==> config.mk <==
export PLATFORM = sky130hd
export DESIGN_NAME = m_unit
export DESIGN_NICKNAME = d
export VERILOG_FILES = /design/src/rtl/m_unit_pkg.sv /design/src/rtl/m_unit_divider.sv /design/src/rtl/m_unit.sv
export SDC_FILE = /design/constraint.sdc
export NUM_CORES = 2
export LEC_CHECK = 0
export BUFFER_PORTS_ARGS = -buffer_cell sky130_fd_sc_hd__buf_2
export CORE_MARGIN = 3
export CORE_UTILIZATION = 50
export DETAILED_ROUTE_END_ITERATION = 8
export PLACE_DENSITY = 0.66
export SYNTH_ARGS = -nofsm -noshare
export SYNTH_HDL_FRONTEND = slang
export SYNTH_SLANG_ARGS = --single-unit
export TNS_END_PERCENT = 5
==> constraint.sdc <==
create_clock -name clk -period 17.2 [get_ports clk]
set_input_delay 0.86 -clock clk [delete_from_list [all_inputs] [get_ports clk]]
set_output_delay 0.86 -clock clk [all_outputs]
set_load 0.05 [all_outputs]
==> src/rtl/m_unit_pkg.sv <==
// Shared definitions for the RV32M multiply/divide unit.
package m_unit_pkg;

    localparam int unsigned XLEN = 32;

    // RV32M func3 encodings
    localparam logic [2:0] M_MUL    = 3'b000;
    localparam logic [2:0] M_MULH   = 3'b001;
    localparam logic [2:0] M_MULHSU = 3'b010;
    localparam logic [2:0] M_MULHU  = 3'b011;
    localparam logic [2:0] M_DIV    = 3'b100;
    localparam logic [2:0] M_DIVU   = 3'b101;
    localparam logic [2:0] M_REM    = 3'b110;
    localparam logic [2:0] M_REMU   = 3'b111;

    typedef enum logic [1:0] {
        ST_IDLE = 2'd0,
        ST_MUL  = 2'd1,
        ST_DIV  = 2'd2,
        ST_DONE = 2'd3
    } state_t;

endpackage

==> src/rtl/m_unit_divider.sv <==
// Iterative radix-2 restoring divider core operating on unsigned magnitudes.
// quotient/remainder present the value after the step taken at the next edge,
// so the final step's outcome can be captured on the same edge it completes.
module m_divider
    import m_unit_pkg::*;
#(
    parameter int unsigned DIV_ITERS = 32
) (
    input  logic            clk,
    input  logic            rst_n,
    input  logic            start,
    input  logic            step,
    input  logic [XLEN-1:0] dividend,
    input  logic [XLEN-1:0] divisor,
    output logic [XLEN-1:0] quotient,
    output logic [XLEN-1:0] remainder,
    output logic [4:0]      count,
    output logic            last
);

    localparam logic [4:0] LAST_ITER = 5'(DIV_ITERS - 1);

    logic [XLEN-1:0] quo_q;
    logic [XLEN-1:0] rem_q;
    logic [XLEN-1:0] dsr_q;
    logic [XLEN:0]   shifted;
    logic            ge;

    // One restoring step: shift in next dividend bit, subtract if it fits.
    always_comb begin
        shifted   = {rem_q, quo_q[XLEN-1]};
        ge        = (shifted >= {1'b0, dsr_q});
        quotient  = {quo_q[XLEN-2:0], ge};
        remainder = ge ? XLEN'(shifted - {1'b0, dsr_q}) : shifted[XLEN-1:0];
        last      = (count == LAST_ITER);
    end

    // Load operands on start, otherwise advance one iteration per step.
    always_ff @(posedge clk or negedge rst_n) begin
        if (!rst_n) begin
            quo_q <= '0;
            rem_q <= '0;
            dsr_q <= '0;
            count <= '0;
        end else if (start) begin
            quo_q <= dividend;
            rem_q <= '0;
            dsr_q <= divisor;
            count <= '0;
        end else if (step) begin
            quo_q <= quotient;
            rem_q <= remainder;
            count <= count + 5'd1;
        end
    end

endmodule

==> src/rtl/m_unit.sv <==
// RV32M multiply/divide execute unit: single-cycle multiply, iterative divide,
// special-case division resolved at accept.
module m_unit
    import m_unit_pkg::*;
#(
    parameter int unsigned DIV_ITERS = 32
) (
    input  logic            clk,
    input  logic            rst_n,
    input  logic            start,
    input  logic [2:0]      func3,
    input  logic [XLEN-1:0] rs1_val,
    input  logic [XLEN-1:0] rs2_val,
    input  logic            flush,
    output logic            busy,
    output logic            done,
    output logic [XLEN-1:0] result
);

    localparam logic [4:0] LAST_ITER = 5'(DIV_ITERS - 1);

    state_t          state;
    state_t          state_nxt;
    logic            accept;
    logic            div_signed;
    logic            div_zero;
    logic            div_ovf;
    logic            special;
    logic [XLEN-1:0] special_res;
    logic [XLEN-1:0] mag_a;
    logic [XLEN-1:0] mag_b;

    logic [2:0]      op_q;
    logic [XLEN-1:0] a_q;
    logic [XLEN-1:0] b_q;
    logic            q_neg_q;
    logic            r_neg_q;

    logic [XLEN:0]   a_ext;
    logic [XLEN:0]   b_ext;
    logic signed [63:0] prod;
    logic [XLEN-1:0] mul_res;

    logic [XLEN-1:0] quo;
    logic [XLEN-1:0] rem;
    logic [4:0]      div_count;
    logic            div_last;
    logic [XLEN-1:0] div_res;

    // Accept decode, operand magnitudes and special-case division results.
    always_comb begin
        accept     = start && !flush && (state == ST_IDLE || state == ST_DONE);
        div_signed = !func3[0];
        mag_a      = (div_signed && rs1_val[XLEN-1]) ? -rs1_val : rs1_val;
        mag_b      = (div_signed && rs2_val[XLEN-1]) ? -rs2_val : rs2_val;
        div_zero   = (rs2_val == '0);
        div_ovf    = div_signed && (rs1_val == 32'h8000_0000) && (rs2_val == '1);
        special    = func3[2] && (div_zero || div_ovf);
        if (div_zero)
            special_res = func3[1] ? rs1_val : '1;
        else
            special_res = func3[1] ? '0 : 32'h8000_0000;
    end

    // Multiplier on latched operands, with per-op 33-bit extension.
    always_comb begin
        a_ext   = {(op_q != M_MULHU) && a_q[XLEN-1], a_q};
        b_ext   = {((op_q == M_MUL) || (op_q == M_MULH)) && b_q[XLEN-1], b_q};
        prod    = $signed({{31{a_ext[XLEN]}}, a_ext}) * $signed({{31{b_ext[XLEN]}}, b_ext});
        mul_res = (op_q == M_MUL) ? prod[31:0] : prod[63:32];
    end

    // Sign fix-up of the divider's magnitude results.
    always_comb begin
        if ((op_q == M_REM) || (op_q == M_REMU))
            div_res = r_neg_q ? -rem : rem;
        else
            div_res = q_neg_q ? -quo : quo;
    end

    m_divider #(
        .DIV_ITERS (DIV_ITERS)
    ) u_divider (
        .clk       (clk),
        .rst_n     (rst_n),
        .start     (accept && func3[2] && !special),
        .step      (state == ST_DIV),
        .dividend  (mag_a),
        .divisor   (mag_b),
        .quotient  (quo),
        .remainder (rem),
        .count     (div_count),
        .last      (div_last)
    );

    // Latch operation and operands on accept.
    always_ff @(posedge clk or negedge rst_n) begin
        if (!rst_n) begin
            op_q    <= '0;
            a_q     <= '0;
            b_q     <= '0;
            q_neg_q <= 1'b0;
            r_neg_q <= 1'b0;
        end else if (accept) begin
            op_q    <= func3;
            a_q     <= rs1_val;
            b_q     <= rs2_val;
            q_neg_q <= div_signed && (rs1_val[XLEN-1] ^ rs2_val[XLEN-1]);
            r_neg_q <= div_signed && rs1_val[XLEN-1];
        end
    end

    // Result register, written on the edge that enters DONE.
    always_ff @(posedge clk or negedge rst_n) begin
        if (!rst_n)
            result <= '0;
        else if (accept && special)
            result <= special_res;
        else if (state == ST_MUL && !flush)
            result <= mul_res;
        else if (state == ST_DIV && div_last && !flush)
            result <= div_res;
    end

    // State register.
    always_ff @(posedge clk or negedge rst_n) begin
        if (!rst_n)
            state <= ST_IDLE;
        else
            state <= state_nxt;
    end

    // Next-state logic and status outputs.
    always_comb begin
        state_nxt = state;
        case (state)
            ST_IDLE, ST_DONE: begin
                state_nxt = ST_IDLE;
                if (accept)
                    state_nxt = !func3[2] ? ST_MUL : (special ? ST_DONE : ST_DIV);
            end
            ST_MUL:  state_nxt = ST_DONE;
            ST_DIV:  if (div_count == LAST_ITER) state_nxt = ST_DONE;
            default: state_nxt = ST_IDLE;
        endcase
        if (flush)
            state_nxt = ST_IDLE;
        busy = (state == ST_MUL) || (state == ST_DIV);
        done = (state == ST_DONE);
    end

endmodule

==> impl_results.md <==
* Status: complete, no violations
* Crit. End Element: flop
* Initial antenna violation count at 12
* Starting DRT DRC Count at 3163
* Final Hold Violating Endpoints at 0
* Largest net degree at the start of global routing at 109
* Final WL at 152000 µm
* Top cell by count, worst path: fa_1
* Row cnt at 118
* Post-DP HPWL at 122000 µm
* PortBufs at 104
* Mapped cell area at 52400 µm²
* First-pass GRT wire length at 246000 µm
* Vias per cell at 5.63
* Syn_area_per_cell at 8.69 µm²
* Post-CTS Hold Buffers at 0
* # setup viols final at 0
* Post-DRT Antenna Nets at 0
* Number of synthesized flops with an enable pin at 0
* Minimum clock period at 9080 ps
* Final RePlAce weighted congestion at 0.996
* Post-route clock period utilization at 52.8%
* Pre-antenna DRT Iters at 6
* Clock-pin slew on the worst setup and hold paths at 60 ps
* Synth-to-layout area growth at 4.85%
* Clock buffer count from CTS at 25
* Clock root cell: clkbuf_16
* Wire per inst at 20.8 µm
* Cells after DPL at 7266
* Die Y-Extent at 330 µm
* Vias post-DR at 41200
* Critical-path top delay cell: dfrtp_1
* Max Cap Viol at 0
* Initial core utilization at 50.5%
* Ports at 105
* Critical path data required time at 17630 ps
* Die ar. at 109000 µm²
* Vias in the first global route at 43600
* CTS resizes at 0
* GRT overflow at 0
* Worst path max stage delay at 650 ps
* Crit Path Category: reg -> reg
* All-Layer GR Usage at 29.0%
* Final Instance Count excl. Fillers at 7320
* Max Freq at 110 MHz
* Core ar. at 104000 µm²
* H-tree depth at 1
* Hold Path Class: in -> async
* Tightest Pin Transition at 1180 ps
* Sequential share of the synthesized area at 9.74%
* CTS tree: yes
* Synth Register Bits at 204
* Residual DRC count at 0
* Max-slew violation count at 0
* Slew headroom at 21.5%
* Final TNS setup at 0 ps
* Cells after synthesis at 6031
* Die width at 330 µm
* Distinct cell type count after synthesis at 89
* CTS Sinks at 204
* Ys flop type: dfrtp_1
* Clock Latency Late Sink at 560 ps
* Synth warn at 0
* RSZ-0062 raised after global routing: false
* Setup Buffers After CTS at 0
* Synthesized net count at 7482
* Layout cell share with drive strength beyond 1 at 4.97%
* CTS Buffer Depth at 3
* Max FO, Critical Path at 22
* Async S/R FF share, synth at 100%
* Crit path DAT at 9510 ps
* Startpoint type of the worst setup path: flop
* Layout Nets at 7364
* Final setup skew at 18.5 ps
-- worst max-delay path: cells and delay by family, from the launching register on --
| kind | cells | cell delay (ps) |
|---|---|---|
| compound gates | 10 | 2650 |
| fa+ha+maj | 9 | 4380 |
| buf+inv | 6 | 650 |
| flops | 1 | 650 |
| simple gates | 3 | 640 |
-- layer usage --
layer / global-route usage (%) / vias to the layer above / routed length, µm
met1: 38.7 / 21200 / 61300
met4: 10.4 / 4 / 6670
met2: 48.7 / 1527 / 73700
li1: - / 18100 / -
met5: 0 / - / 27
met3: 3.64 / 333 / 10700
-- final cells by class --
class / instances / area (µm²)
fillers: 9690 / 48900
multi-input cells: 4331 / 41700
flip-flops and latches: 204 / 5110
inverters: 1163 / 4370
well taps: 1380 / 1730
repair buffers: 188 / 1160
clock buffers: 36 / 747
clock inverters: 8 / 148
diodes: 10 / 25.0
-- path summary, 6_finish.rpt --
path,from,to,slack (ps),cells past startpoint
setup / recovery,b_q[3],result[26],8120,28
hold / removal,rst_n,u_divider.count[2],270,1
setup reg to reg,b_q[3],result[26],8120,28
hold reg to reg,result[2],result[2],470,2
max in group asynchronous,rst_n,b_q[8],14820,3
min in group clk,result[2],result[2],470,2
-- synth_stat cells (all sizes together) (6+ instances only) --
master  count  area [µm²]
and2      329        2060
nor2      223         837
o21a       14         113
nor3       59         305
nand2    1146        4300
a21oi     155         802
a211o       6        52.6
mux2i      66         673
a31o        6        61.3
nor4       22         144
nand3      39         195
o31ai      28         210
a211oi     41         323
nor2b      17         106
o211ai     42         349
or2        21         131
o22ai       8        50.1
nand2b     23         144
o21bai     18         135
inv      1162        4360
o21ai     228        1140
fa       1126       22500
or4        11        86.3
xor2       88         771
nand3b      6        45.0
o41ai      14         138
or3        12        75.1
dfrtp     204        5100
nand4      40         250
a21o       34         255
xnor2     116        1020
ha        254        3180
a311oi      6        52.6
buf        28         164
a31oi      31         200
a21boi      6        45.0
clkbuf    305        1150
and3       23         144
-- cell usage in the layout, fill, tap and decap left out, types with 12 or more instances in the layout --
cell type / Yosys / routed
a211oi_1: 38 / 38
a21o_1: 34 / 34
a21oi_1: 152 / 152
a31oi_1: 30 / 30
and2_1: 329 / 329
and3_1: 23 / 23
buf_2: 14 / 103
buf_4: 3 / 84
clkbuf_16: 0 / 25
dfrtp_1: 204 / 196
fa_1: 1126 / 1126
ha_1: 254 / 253
inv_1: 1162 / 1162
mux2i_1: 65 / 65
nand2_1: 1146 / 1146
nand2b_1: 23 / 23
nand3_1: 39 / 39
nand4_1: 40 / 40
nor2_1: 223 / 221
nor2b_1: 17 / 17
nor3_1: 57 / 56
nor4_1: 21 / 21
o211ai_1: 37 / 37
o21a_1: 13 / 13
o21ai_0: 217 / 217
o21bai_1: 18 / 18
o31ai_1: 28 / 28
o41ai_1: 12 / 12
or2_2: 19 / 19
or3_1: 12 / 12
xnor2_1: 116 / 116
xor2_1: 88 / 88
-- cell families (layout without fill, tap and decap cells) --
group | Yosys count | after routing | synth area share (%)
flip-flops | 204 | 204 | 9.74
buffers and inverters | 1496 | 1395 | 10.8
AND/OR/NAND/NOR | 1986 | 1986 | 17.1
multiplexers | 69 | 69 | 1.35
AO/OA/AOI/OAI | 692 | 692 | 8.50
other | 0 | 10 | 0
adder cells (fa/ha/maj) | 1380 | 1380 | 49.1
XOR/XNOR | 204 | 204 | 3.41
-- stage by stage --
step / hold slack (ps) / setup WS (ps) / area, µm² / utilization (%)
2_1_floorplan: 450 / 9160 / 52400 / -
3_3_place_gp: 458 / 8430 / 54000 / 52.0
3_5_place_dp: 462 / 8270 / 54000 / 52.0
4_1_cts: 367 / 8250 / 54900 / 52.9
5_1_grt: 394 / 7630 / 54900 / 52.9
6_report: 268 / 8120 / 54900 / 52.9
-- flip-flops by register name, summed over array words and instances (netlist names) --
name,cells
a_q,32
q_neg_q,1
u_divider.count,5
u_divider.rem_q,32
state,2
r_neg_q,1
op_q,3
result,32
u_divider.dsr_q,32
b_q,32
u_divider.quo_q,32
Power is not shown: default switching activity piles up to over one toggle a cycle in this logic, so the estimate is an artifact.
